===== src/rtl/nileswan_spi_pkg.sv =====
// nileswan_spi_pkg: shared types and constants for the SPI shift engine.
package nileswan_spi_pkg;

   localparam int BUF_AW_DEF = 9;
   localparam int DIV_W_DEF  = 4;

   localparam logic [1:0] MODE_TX   = 2'b00;
   localparam logic [1:0] MODE_RX   = 2'b01;
   localparam logic [1:0] MODE_XCHG = 2'b10;

   typedef enum logic [2:0] {
      ST_IDLE,
      ST_FETCH,
      ST_SHIFT,
      ST_STORE,
      ST_DONE
   } state_t;

endpackage


===== src/rtl/spi_clk_div.sv =====
// spi_clk_div: half-period counter for the serial clock; restarts low
// whenever run drops and is forced low by clr.
module spi_clk_div #(
   parameter int DIV_W = 4
) (
   input  logic             clk,
   input  logic             rst_n,
   input  logic             run,
   input  logic             clr,
   input  logic [DIV_W-1:0] div,
   output logic             level,
   output logic             rise,
   output logic             fall
);

   logic [DIV_W-1:0] cnt;
   logic             wrap;

   assign wrap = run && (cnt == div);
   assign rise = wrap && !level;
   assign fall = wrap && level;

   always_ff @(posedge clk or negedge rst_n) begin
      if (!rst_n) begin
         cnt   <= '0;
         level <= 1'b0;
      end else if (clr || !run) begin
         cnt   <= '0;
         level <= 1'b0;
      end else if (cnt == div) begin
         cnt   <= '0;
         level <= ~level;
      end else begin
         cnt   <= cnt + DIV_W'(1);
      end
   end

endmodule


===== src/rtl/spi_shift_engine.sv =====
// spi_shift_engine: FastClk-domain byte shifter between the TX/RX buffers
// and the flash / TF serial ports (SPI mode 0, MSB first).
module spi_shift_engine
   import nileswan_spi_pkg::*;
#(
   parameter int BUF_AW = BUF_AW_DEF,
   parameter int DIV_W  = DIV_W_DEF
) (
   input  logic              FastClk,
   input  logic              nReset,
   input  logic              Start,
   input  logic              Abort,
   input  logic [BUF_AW-1:0] Len,
   input  logic [1:0]        Mode,
   input  logic              DevSel,
   input  logic [DIV_W-1:0]  ClkDiv,
   output logic [BUF_AW-1:0] TxAddr,
   input  logic [7:0]        TxData,
   output logic [BUF_AW-1:0] RxAddr,
   output logic [7:0]        RxData,
   output logic              RxWe,
   output logic              Busy,
   output logic              Done,
   output logic              SPI_Clk,
   output logic              SPI_Do,
   input  logic              SPI_Di,
   output logic              TF_Clk,
   output logic              TF_Do,
   input  logic              TF_Di
);

   state_t            state;
   logic [BUF_AW-1:0] len_q;
   logic [BUF_AW-1:0] idx;
   logic [1:0]        mode_q;
   logic              dev_q;
   logic [DIV_W-1:0]  div_q;
   logic [7:0]        sh;
   logic [7:0]        rx;
   logic [7:0]        ld;
   logic [2:0]        nbit;
   logic              first;
   logic              sclk;
   logic              rise;
   logic              fall;
   logic              di;
   logic              do_bit;
   logic              tx_only;
   logic              rx_only;
   logic              run;

   assign tx_only = (mode_q == MODE_TX);
   assign rx_only = (mode_q == MODE_RX);
   assign ld      = rx_only ? 8'hFF : TxData;
   assign di      = dev_q ? TF_Di : SPI_Di;
   assign run     = (state == ST_SHIFT);

   // first SHIFT cycle shows bit 7 straight from the buffer read port,
   // so it is set up before the first rising edge even at H=1
   assign do_bit  = !run ? 1'b1 : (first ? ld[7] : sh[7]);

   assign SPI_Clk = sclk & ~dev_q;
   assign SPI_Do  = do_bit | dev_q;
   assign TF_Clk  = sclk & dev_q;
   assign TF_Do   = do_bit | ~dev_q;

   spi_clk_div #(
      .DIV_W (DIV_W)
   ) u_div (
      .clk   (FastClk),
      .rst_n (nReset),
      .run   (run),
      .clr   (Abort),
      .div   (div_q),
      .level (sclk),
      .rise  (rise),
      .fall  (fall)
   );

   always_ff @(posedge FastClk or negedge nReset) begin
      if (!nReset) begin
         state  <= ST_IDLE;
         len_q  <= '0;
         idx    <= '0;
         mode_q <= MODE_TX;
         dev_q  <= 1'b0;
         div_q  <= '0;
         sh     <= 8'hFF;
         rx     <= 8'h00;
         nbit   <= 3'd0;
         first  <= 1'b0;
         TxAddr <= '0;
         RxAddr <= '0;
         RxData <= 8'h00;
         RxWe   <= 1'b0;
         Busy   <= 1'b0;
         Done   <= 1'b0;
      end else begin
         RxWe <= 1'b0;
         Done <= 1'b0;
         if (Abort) begin
            state <= ST_IDLE;
            Busy  <= 1'b0;
            first <= 1'b0;
         end else begin
            case (state)
               ST_IDLE: begin
                  if (Start) begin
                     len_q  <= Len;
                     mode_q <= Mode;
                     dev_q  <= DevSel;
                     div_q  <= ClkDiv;
                     idx    <= '0;
                     TxAddr <= '0;
                     Busy   <= 1'b1;
                     state  <= ST_FETCH;
                  end
               end
               ST_FETCH: begin
                  first <= 1'b1;
                  nbit  <= 3'd0;
                  state <= ST_SHIFT;
               end
               ST_SHIFT: begin
                  first <= 1'b0;
                  if (first)
                     sh <= ld;
                  if (rise)
                     rx <= {rx[6:0], di};
                  if (fall) begin
                     sh   <= {sh[6:0], 1'b1};
                     nbit <= nbit + 3'd1;
                     if (nbit == 3'd7) begin
                        state <= ST_STORE;
                        if (!tx_only) begin
                           RxWe   <= 1'b1;
                           RxAddr <= idx;
                           RxData <= rx;
                        end
                     end
                  end
               end
               ST_STORE: begin
                  if (idx == len_q) begin
                     Busy  <= 1'b0;
                     Done  <= 1'b1;
                     state <= ST_DONE;
                  end else begin
                     idx    <= idx + BUF_AW'(1);
                     TxAddr <= idx + BUF_AW'(1);
                     state  <= ST_FETCH;
                  end
               end
               ST_DONE: state <= ST_IDLE;
               default: state <= ST_IDLE;
            endcase
         end
      end
   end

endmodule


===== config.mk =====
export PLATFORM = sky130hd
export DESIGN_NAME = spi_shift_engine
export DESIGN_NICKNAME = d
export VERILOG_FILES = /design/src/rtl/nileswan_spi_pkg.sv /design/src/rtl/spi_clk_div.sv /design/src/rtl/spi_shift_engine.sv
export SDC_FILE = /design/constraint.sdc
export NUM_CORES = 1
export LEC_CHECK = 0
export ABC_AREA = 1
export CAP_MARGIN = 20
export CORE_MARGIN = 5
export CORE_UTILIZATION = 40
export CTS_CLUSTER_DIAMETER = 200
export DETAILED_ROUTE_END_ITERATION = 16
export SYNTH_ARGS = -nofsm -noshare
export SYNTH_HDL_FRONTEND = slang
export SYNTH_SLANG_ARGS = --single-unit

===== constraint.sdc =====
create_clock -name FastClk -period 2.2 [get_ports FastClk]
set_input_delay 0.66 -clock FastClk [delete_from_list [all_inputs] [get_ports FastClk]]
set_output_delay 0.66 -clock FastClk [all_outputs]
set_load 0.02 [all_outputs]

==> key figures, run 1 <==
CTS
  – H-tree depth: 3
  – CTS tree: built
  – Sink Count: 73
  – Reg clk slew, reported paths: 0.08 ns
  – Clk root buf: clkbuf_8
  – CTS max path bufs: 2
  – Clock Latency Late Sink: 0.34 ns
  – TritonCTS Buffers: 9

Power
  – Leakage: 2.36 nW
  – Power Dens Cells: 845 nW/um^2
  – Peak supply drop: 0.481 mV

Cells and area
  – Commonest non-fill, non-tap cell in the layout: nand2_1
  – Share of layout cells above drive strength 1: 16.4%
  – # diodes: 0
  – Commonest cells after routing, fill and taps aside: nand2_1 (129), dfrtp_1 (64), inv_1 (64), clkdlybuf4s50_1 (56), nor2_1 (32)
  – Final core utilization: 54.5%
  – NumNets Final: 553
  – Synth-to-Final Area Change: 32.4%

STA
  – Worst setup margin: 0.0623 ns
  – Final hold viol count: 0
  – RSZ-0062 raised after global routing: true
  – Final setup vio count: 0
  – Crit path time final: 2.14 ns
  – Final period utilization: 97.2%
  – Fmax: 468 MHz
  – Max_slew headroom: 74.7%
  – Clock Skew: 0.0112 ns
  – Slew Viols, Final: 0
  – Setup TNS: 0 ns
  – Slew at the pin with the worst max-slew slack: 0.380 ns

Routing
  – Residual DRC count: 0
  – Routed vias/inst: 4.48
  – Total Wirelength: 7320 um
  – DR WL/cell: 11.6 um
  – Initial DRC count: 122
  – Post-DRT Antenna Nets: 0
  – Drt first pass iters: 4
  – Via count: 2834

Placement
  – HPWL after DPL: 5360 um
  – Port Buffers: 62
  – Setup WS pre-CTS: -0.514 ns
  – GPL Wtd Cong: 0.772

Floorplan
  – Die ar.: 11000 um^2
  – Core Region: 8720 um^2
  – Initial Util: 41.1%
  – Die width: 105 um
  – # rows: 34
  – Boundary pin count: 63
  – DIE HEIGHT: 105 um

Setup path
  – Worst setup path category: in -> out
  – Worst EP arrival: 1.48 ns
  – Buf/Inv on CP: 2
  – Max incr delay on CP: 0.24 ns
  – Worst Path Max Fanout: 2
  – CP Cell Sequence: dlygate4sd2_1 > nor2_2 > o21ai_1 > a21oi_1 > nand2_1 > buf_6
  – Delay-heaviest family, CP: buffers and inverters
  – Worst EP required: 1.54 ns
  – Slowest CP cell: dlygate4sd2_1
  – Crit path launch type: input port
  – Worst setup EP type: output port

Global routing
  – Largest net degree at the start of global routing: 74
  – Antenna violations before repair: 0
  – Remaining Overflow, GRT: 0
  – First-pass GRT wire length: 12800 um
  – Vias in the first global route: 2715
  – Total track usage: 14.2%

Yosys
  – Post-synth EDFFs: 0
  – Syn_nets: 462
  – FF+latch count, synth: 73
  – YS warnings: 0
  – Post-synthesis cell type count: 34
  – Synth Instances: 428
  – Synthesized area: 3590 um^2
  – Top_reg_cell synth: dfrtp_1
  – Syn avg cell area: 8.38 um^2
  – Sequential-to-total area share from yosys stat: 51.2%
  – FFs w/ async S/R, synth: 100%

Run
  – Max-Cap Viols: 0

Outcome
  – Run status: complete, no violations

Min path
  – Min-Delay Path Class: in -> async
-- registers in the layout, summed over array words and instances, names as in the netlist, 2 cells and up --
register	count
RxAddr	9
RxData	8
div_q	4
idx	9
len_q	9
mode_q	2
nbit	3
rx	8
sh	8
state	3
u_div.cnt	4
-- Yosys cell counts (all sizes together), types with 4 or more instances --
cell type | count | share of area, %
xnor2 | 11 | 2.7
nand3 | 16 | 2.5
nor2 | 37 | 5.1
a21oi | 14 | 2.0
nand2 | 135 | 15
ha | 4 | 1.4
nand4 | 4 | 1.1
mux2 | 8 | 2.5
dfstp | 8 | 5.9
xor2 | 4 | 0.98
dfrtp | 65 | 45
or2 | 7 | 1.2
inv | 69 | 7.2
o21ai | 32 | 4.6
buf | 7 | 1.6
-- path summary, 6_finish.rpt --
path / slack, ns / cells after the start / end / start
worst max register to register: 0.57 / 11 / nbit[2]$_DFFE_PN0P_ / u_div.cnt[0]$_DFF_PN0_
worst max-delay path: 0.06 / 6 / SPI_Do / TxData[7]
min in group FastClk: 0.47 / 2 / sh[5]$_DFFE_PN1P_ / sh[5]$_DFFE_PN1P_
max in group asynchronous: 1.52 / 2 / sh[6]$_DFFE_PN1P_ / nReset
worst min-delay path: 0.33 / 2 / idx[6]$_DFFE_PN0P_ / nReset
worst min register to register: 0.47 / 2 / sh[5]$_DFFE_PN1P_ / sh[5]$_DFFE_PN1P_
-- layout make-up --
type | count | area [um^2]
fill | 799 | 3970
sequential | 73 | 1840
multi-input combinational | 278 | 1440
timing repair buffer | 87 | 868
inverter | 70 | 263
clock buffer | 12 | 135
tap | 108 | 135
clock inverter | 4 | 77.6
-- layer usage --
metal  GRT usage [%]  wire (um)
met5               0          0
met3            3.70        339
met2            21.3       3280
met1            19.8       3590
met4            5.48        111
-- per-stage QoR --
step | total power, mW | hold WS [ns] | instances | cell area (um^2)
after floorplan | 2.51 | 0.364 | 428 | 3590
after global placement | 2.86 | 0.454 | 615 | 4530
after detailed placement | 2.89 | 0.457 | 615 | 4530
after CTS | 4.06 | 0.332 | 632 | 4750
after global routing | 4.29 | 0.356 | 632 | 4750
final | 4.01 | 0.327 | 632 | 4750
-- power breakdown --
part	internal, mW	switching [mW]
Combinational	0.499	0.541
Sequential	1.65	0.183
Clock	0.645	0.499
Total	2.79	1.22
-- kinds of logic (layout without fill, tap and decap cells) --
kind of cell / after synthesis / after routing / share of synthesized area [%]
AND/OR/NAND/NOR: 203 / 203 / 25.4
multiplexers: 9 / 9 / 2.79
buffers and inverters: 77 / 173 / 8.89
adder cells (fa/ha/maj): 4 / 4 / 1.39
flip-flops: 73 / 73 / 51.2
AO/OA/AOI/OAI: 47 / 47 / 6.69
XOR/XNOR: 15 / 15 / 3.66
-- timing repair --
item | in CTS | in global routing
setup buffers | 1 | 0
gates resized for setup | 16 | 2
hold buffers | 0 | 0
cloned | 0 | 0
pin swaps | 2 | 1
setup endpoints to repair | 4 | 3
Power figures use the tool's default switching activity.
==> run 2, diff against run 1 <==
- CAP_MARGIN: 20 -> default
==> results of run 2 <==
The final DEF is identical to that of run 1; final timing and power are the same.
==> RTL change (flow settings as in run 1) <==
Change the package constant `BUF_AW_DEF` from 9 to 10.
--- a/src/rtl/nileswan_spi_pkg.sv
+++ b/src/rtl/nileswan_spi_pkg.sv
@@ -3,3 +3,3 @@
 
-   localparam int BUF_AW_DEF = 9;
+   localparam int BUF_AW_DEF = 10;
    localparam int DIV_W_DEF  = 4;
Ports: changed (resized Len, RxAddr and TxAddr); port bits go from 63 to 66. The function was not compared with the original's and may differ.
==> RTL change against run 1 <==
Sequential cell count up 3; sequential share of layout area up 0.37 points; clock power down 20%; critical endpoint is now TxAddr[2]; largest cell class unchanged; synthesized cell count up 4.4%; total power down 1.4%; routed wire length up 18%; count of clock-buffer cells in the layout down 1; setup slack better by 7.1 ps; area after synthesis up 6.6%; final area up 3.1%; register-to-register slack worse by 110 ps; core utilization down 1.7 points.
==> RTL change: results <==
[critical_path]
rrSetupSlack_ps = 460
critPathSlowestCell = "clkdlybuf4s50_1"
critical_path_peak_fanout = 7
r2r.worst_path.cells = 8
slowest_delay_ps = 660
critPathCapture = "TxAddr[2]"
r2r_start = "u_div.cnt[2]"
cp-startpoint = "idx[2]"
r2r-end = "RxData[0]"
crit_arrival_ps = 1470
cp_top_family = "buffers and inverters"

[synth]
avgSynthCellArea_um2 = 8.554
yosys-top-cells-area = "dfrtp_1, nand2_1, dfstp_2"
yosysSeqAreaShare_pct = 50.00
synth_top_cells_by_count = "nand2_1, dfrtp_1, inv_1"
ys_types = 36
synthesis.nets = 482

[finish]
largestRegisters = "RxAddr: 10 flops, idx: 10 flops, len_q: 10 flops"
final_nets = 568
instances_no_fill = 665
drive_above_1_share_pct = 18.10

[timing]
fmax_mhz = 469.3
skew_ps = 10.72
hold_ws_ps = 220.1
relSlewSlack_pct = 77.13
setup_viol = 0

[global_route]
groute.usage.overall_pct = 15.84
grt_pass1_wl_mm = 14.79
grt_start_max_net_pins = 35

[pwr]
ir_drop_mv = 0.4470
p_leak_nw = 2.417

[place]
pre_cts_slack_ps = -427.4
gp_congestion = 0.8441
placed_cells = 651
port_buffers = 65
placed_cell_area_um2 = 4733
hpwl_mm = 6.578

[route]
post_drt_wl_per_cell_um = 13.03
vias = 3053
firstDrtPassIters = 5
drt_iter0_markers = 63

[run_status]
status = "completed"
[RTL change: changes by cell type in the layout (fill, tap and decap cells not counted), moves of 11 or more]
| cell | run 1 | this run |
|---|---|---|
| o21ai_2 | 1 | 21 |
| nor2_1 | 32 | 19 |
| nand3_1 | 14 | 35 |
| nand2_1 | 129 | 172 |
| a21oi_1 | 14 | 3 |
| o21ai_1 | 21 | 2 |
| inv_1 | 64 | 38 |
[RTL change: worst min-delay path by stage]
stage | start | end | cells past startpoint
CTS | nReset | Busy | 1
global route | nReset | Busy | 1
finish | nReset | Busy | 1
global placement | sh[4] | sh[4] | 2
floorplan | nReset | Busy | 0
detailed placement | sh[6] | sh[6] | 2
[RTL change: repair_timing]
item / 4_1_cts / 5_1_grt
endpoints found under the setup margin: 4 / 3
pin swaps: 1 / 1
resized for setup: 12 / 5
setup buffers: 0 / 0
[RTL change: power breakdown]
group          internal [mW]  leakage [nW]  total (mW)  switching [mW]
combinational          0.447          1.33        1.10           0.657
clock                  0.423        0.0848       0.910           0.487
sequential              1.73          1.00        1.94           0.216
total                   2.60          2.42        3.96            1.36
[RTL change: area by class of cell]
class | count | area, um^2
fill | 917 | 4384
sequential | 76 | 1913
multi-input combinational | 313 | 1642
timing repair buffer | 87 | 853.3
inverter | 46 | 173.9
tap | 129 | 161.4
clock buffer | 11 | 141.4
clock inverter | 3 | 15.01
[RTL change: worst register-to-register path, stage by stage, from the launching register on]
cell and delay (ps):
dfrtp_1 420, xor2_1 180, nor2_2 240, nand2_2 140
nor2_8 190, nand2_4 160, buf_4 190, nand2_1 60
o21ai_2 50
[RTL change: cells by family after synthesis]
kind of cell / after synthesis / share of synthesized area, %
xor gates and xnor gates: 16 / 3.665
DFF: 76 / 50.00
muxes: 1 / 0.2618
AOI/OAI and AO/OA: 41 / 7.854
buffers and inverters: 58 / 7.232
and+or+nand+nor: 251 / 29.68
adders and majority gates: 4 / 1.309
[RTL change: layer usage]
| metal | global-route usage (%) | wire length [um] |
|---|---|---|
| met4 | 4.058 | 85 |
| met1 | 21.01 | 4010 |
| met2 | 26.60 | 4201 |
| met5 | 0 | 0 |
| met3 | 2.999 | 369 |
